--- src/rtl/match_scoreboard.sv ---
// Cycle-based output comparator: counts samples and mismatches inside a
// start/stop window, latches the first mismatch index and sticky per-bit flags.
module match_scoreboard #(
  parameter int unsigned WIDTH           = 1,
  parameter int unsigned CNT_W           = 32,
  parameter int unsigned TIMEOUT_SAMPLES = 100000
) (
  input  logic             clk,
  input  logic             rst_n,
  input  logic             start,
  input  logic             stop,
  input  logic [WIDTH-1:0] ref_in,
  input  logic [WIDTH-1:0] dut_in,
  input  logic [WIDTH-1:0] care_mask,
  output logic             busy,
  output logic             done,
  output logic             timed_out,
  output logic [CNT_W-1:0] samples,
  output logic [CNT_W-1:0] errors,
  output logic [CNT_W-1:0] first_err_idx,
  output logic             first_err_valid,
  output logic [WIDTH-1:0] bit_err
);

  typedef enum logic [1:0] {
    IDLE = 2'd0,
    RUN  = 2'd1,
    DONE = 2'd2
  } state_e;

  // A timeout larger than the counter can hold can never be reached.
  localparam logic [63:0]      CNT_MAX = (CNT_W >= 64) ? '1 : ((64'd1 << CNT_W) - 64'd1);
  localparam bit               TO_EN   = (TIMEOUT_SAMPLES != 0) && (64'(TIMEOUT_SAMPLES) <= CNT_MAX);
  localparam logic [CNT_W-1:0] TO_CNT  = CNT_W'(TIMEOUT_SAMPLES);
  localparam logic [CNT_W-1:0] ONE     = CNT_W'(1);

  state_e           state_q, state_d;
  logic [CNT_W-1:0] samples_q, samples_d;
  logic [CNT_W-1:0] errors_q, errors_d;
  logic [CNT_W-1:0] fidx_q, fidx_d;
  logic             fvalid_q, fvalid_d;
  logic [WIDTH-1:0] bit_err_q, bit_err_d;
  logic             timed_out_q, timed_out_d;
  logic [WIDTH-1:0] diff;
  logic             mis;

  assign diff = (ref_in ^ dut_in) & care_mask;
  assign mis  = |diff;

  always_comb begin
    state_d     = state_q;
    samples_d   = samples_q;
    errors_d    = errors_q;
    fidx_d      = fidx_q;
    fvalid_d    = fvalid_q;
    bit_err_d   = bit_err_q;
    timed_out_d = timed_out_q;

    if (start) begin
      state_d     = RUN;
      samples_d   = '0;
      errors_d    = '0;
      fidx_d      = '0;
      fvalid_d    = 1'b0;
      bit_err_d   = '0;
      timed_out_d = 1'b0;
    end else if (state_q == RUN) begin
      if (stop) begin
        state_d = DONE;
      end else begin
        if (samples_q != '1) samples_d = samples_q + ONE;
        if (mis) begin
          if (errors_q != '1) errors_d = errors_q + ONE;
          if (!fvalid_q) begin
            fidx_d   = samples_q;
            fvalid_d = 1'b1;
          end
        end
        bit_err_d = bit_err_q | diff;
        if (TO_EN && (samples_d == TO_CNT)) begin
          state_d     = DONE;
          timed_out_d = 1'b1;
        end
      end
    end
  end

  always_ff @(posedge clk or negedge rst_n) begin
    if (!rst_n) begin
      state_q     <= IDLE;
      samples_q   <= '0;
      errors_q    <= '0;
      fidx_q      <= '0;
      fvalid_q    <= 1'b0;
      bit_err_q   <= '0;
      timed_out_q <= 1'b0;
    end else begin
      state_q     <= state_d;
      samples_q   <= samples_d;
      errors_q    <= errors_d;
      fidx_q      <= fidx_d;
      fvalid_q    <= fvalid_d;
      bit_err_q   <= bit_err_d;
      timed_out_q <= timed_out_d;
    end
  end

  assign busy            = (state_q == RUN);
  assign done            = (state_q == DONE);
  assign timed_out       = timed_out_q;
  assign samples         = samples_q;
  assign errors          = errors_q;
  assign first_err_idx   = fidx_q;
  assign first_err_valid = fvalid_q;
  assign bit_err         = bit_err_q;

endmodule

--- config.mk ---
export PLATFORM = sky130hd
export DESIGN_NAME = match_scoreboard
export DESIGN_NICKNAME = d
export VERILOG_FILES = /design/src/rtl/match_scoreboard.sv
export SDC_FILE = /design/constraint.sdc
export NUM_CORES = 1
export LEC_CHECK = 0
export BUFFER_PORTS_ARGS = -buffer_cell sky130_fd_sc_hd__buf_4
export CAP_MARGIN = 20
export CORE_ASPECT_RATIO = 0.8
export CORE_MARGIN = 4
export CORE_UTILIZATION = 40
export DETAILED_ROUTE_END_ITERATION = 10
export GPL_TIMING_DRIVEN = 0
export SLEW_MARGIN = 20
export SYNTH_ARGS = -nofsm -noshare
export SYNTH_HDL_FRONTEND = slang
export SYNTH_SLANG_ARGS = --single-unit
--- constraint.sdc ---
create_clock -name clk -period 3.15 [get_ports clk]
set_input_delay 0.4725 -clock clk [delete_from_list [all_inputs] [get_ports clk]]
set_output_delay 0.4725 -clock clk [all_outputs]
set_load 0.005 [all_outputs]
==> out/results.ini <==
[status]
outcome = complete, but fails checks
violations = setup timing

[synth]
synthCells = 642
yosys_warnings = 0
avgSynthCellArea_um2 = 8.55
yosysMostFrequentCell = nand2_1
synth_seq_area_share_pct = 46.1
yosysTopAreaCell = dfrtp_1
synth_common_cells = 107 x nand2_1, 101 x dfrtp_1, 88 x nor2_1, 47 x a21oi_1, 33 x xnor2_1
synthArstFlopShare_pct = 100
synthFlopType = dfrtp_1
synth_nets = 651
synthDistinctLibCells = 55
synth_top_area_share_pct = 46.1
synth_edf_count = 0
ys_ff_latch = 101
syn_area_um2 = 5490
synth_area_leaders = dfrtp_1 46%, nand2_1 7.3%, nor2_1 6.0%

[worst_setup_path]
crit_slowest_cell = or4_4
cpPeakStageDelay_ns = 0.56
cp_data_required_time_ns = 3.38
worstSetupPathType = flip-flop to flip-flop
worstRegToRegCells = 7
start_kind = flip-flop
crit_chain = nand4_4 > or4_4 > or4_4 > a211o_1 > a222oi_1 > nand4_1 > o41a_1
end_kind = flip-flop
arrival_ns = 3.45
ff2ff_setup_slack_ns = -0.08
r2r_start = samples[12]
critical_path.max_fanout = 8
r2r-end = state_q[0]
cp_common_cell = or4_4

[cts]
clk_path_buf_depth = 2
clock_latency_ns = 0.35
cts_buffers = 9
cts_tree = done
cts-root-buf = clkbuf_16
cts.reportedPaths.clkPinSlew_ns = 0.07
cts_sinks = 101
htreeDepth = 3

[routing]
num_vias = 5218
wl_met2_um = 7340
drt_iter0_markers = 511
dr_wl_met3_um = 1150
drc = 0
ant_nets = 0
wl_per_cell_um = 17.3
via_per_inst = 5.46
top_layer_used = met4
dr.pass1.iters = 5
wl_met1_um = 7800
drt-total-wl_um = 16500

[timing]
fin_crit_sh_pct = 102
maxSlewHeadroom_pct = 35.4
rsz0062_at_grt = true
fmax_mhz = 310
final-hold-violation-count = 0
slew_viol_final = 0
finClkSkew_ns = 0.00727
setup_slack_ns = -0.0773
fin_crit_ns = 3.23
setup_viol = 1
worst_pin_slew_ns = 0.969

[flow_run]
maxCapViolCount = 0

[pwr]
p_switching_mw = 0.607
swShare_pct = 23.2
p_comb_share_pct = 5.7
powerDensity_nw_per_um2 = 367
seqPwrFrac_pct = 50.3
ir_drop_mv = 0.276
clock_power_share_pct = 44.0
intPower_mw = 2.01
finalPower_mw = 2.61
leakagePower_nw = 3.01

[die]
num_rows = 37
dieArea_um2 = 15700
die_width_um = 139
floorplan.initialDensity_pct = 41.7
fp.dieH_um = 113
core_region_area_um2 = 13100
io_pins = 108

[place]
gp_congestion = 0.905
place_worst_setup_slack_ns = -0.548
port_buffers = 107
dp.cells = 924
dpl-instance-area_um2 = 6520
hpwl_um = 11700

[finish]
postLayoutCellArea_um2 = 7120
area_growth_pct = 29.8
final_nets = 785
drive_gt1_share_pct = 25.1
stdcell_count = 956
antenna_cells = 0
num-fill-cells = 1249

[grt]
grt_usage_pct = 20.5
grt_max_degree = 102
overflow = 0
grt_pass1_wl_um = 26400
grt_pass1_vias = 4985
grt_antenna_before_repair = 0

[hold_path]
min_path_type = input port to async pin

==> final cells by class <==
| type | instances | area [um2] | area share, % |
|---|---|---|---|
| Timing Repair Buffer | 131 | 987 | 13.9 |
| Clock inverter | 3 | 45.0 | 0.632 |
| Buffer | 36 | 191 | 2.69 |
| Clock buffer | 13 | 260 | 3.65 |
| Tap cell | 175 | 219 | 3.07 |
| Multi-Input combinational cell | 483 | 2820 | 39.7 |
| Sequential cell | 101 | 2540 | 35.7 |
| Inverter | 14 | 52.6 | 0.738 |
==> cells by family after synthesis <==
group | count (synthesis) | share of synthesized area (%)
AOI/OAI and AO/OA | 94 | 10.5
adders and majority gates | 2 | 0.456
xor gates and xnor gates | 59 | 9.42
muxes | 4 | 0.752
buffers and inverters | 58 | 4.63
and+or+nand+nor | 324 | 28.2
DFF | 101 | 46.1
==> power by group through the flow <==
stage	clock (mW)	combinational, mW	sequential [mW]
after floorplan	0	0.0603	1.34
after global placement	0	0.134	1.34
after detailed placement	0	0.138	1.34
after CTS	1.17	0.148	1.31
after global routing	1.22	0.165	1.32
final	1.15	0.148	1.32
==> state kept, by name (all words and copies together) (netlist names) <==
register         count
state_q              2
errors              32
timed_out            1
bit_err              1
samples             32
first_err_idx       32
first_err_valid      1
==> per-stage QoR <==
| step | hold slack [ns] | setup TNS, ns | utilization (%) |
|---|---|---|---|
| finish | 0.153 | -0.0773 | 54.2 |
| global route | 0.327 | -0.188 | 54.2 |
| CTS | 0.278 | -0.0185 | 52.9 |
| detailed placement | 0.517 | -3.73 | 49.6 |
| global placement | 0.512 | -4.72 | 49.5 |
| floorplan | 0.177 | -0.0396 | - |
==> layout by cell type (no fill, tap or decap), types with 22 or more instances in the layout <==
| cell type | netlist | layout |
|---|---|---|
| nor2_1 | 88 | 88 |
| xnor2_1 | 33 | 33 |
| nor3_1 | 25 | 23 |
| nand2_1 | 107 | 107 |
| xor2_1 | 26 | 26 |
| clkbuf_1 | 29 | 25 |
| nand3_1 | 22 | 22 |
| dfrtp_1 | 101 | 89 |
| buf_4 | 2 | 135 |
| a21oi_1 | 47 | 47 |
==> layer usage <==
layer,track usage (%),vias up
met4,4.43,0
met5,0,-
met3,4.27,19
li1,-,2469
met2,31.4,202
met1,30.3,2528
==> what timing repair did <==
item | in CTS | in global routing
endpoints found under the hold margin | 0 | 0
hold buffers | 0 | 0
buffers inserted | 6 | 18
pin swaps | 6 | 10
setup endpoints to repair | 21 | 22
gates resized for setup | 29 | 14
==> worst max-delay path, delay by kind of cell (launching register included) <==
kind	cells	cell delay [ns]
and+or+nand+nor	4	1.52
AOI/OAI and AO/OA	3	1.13
DFF	1	0.45
==> worst max path at each step <==
stage	start	to	slack, ns
finish	samples[12]	state_q[0]	-0.08
CTS	samples[3]	state_q[0]	-0.02
global route	samples[6]	state_q[0]	-0.16
detailed placement	samples[1]	state_q[0]	-0.55
global placement	samples[1]	state_q[0]	-0.54
floorplan	samples[1]	state_q[0]	-0.04
No activity file was read; power rests on OpenSTA's default activity.
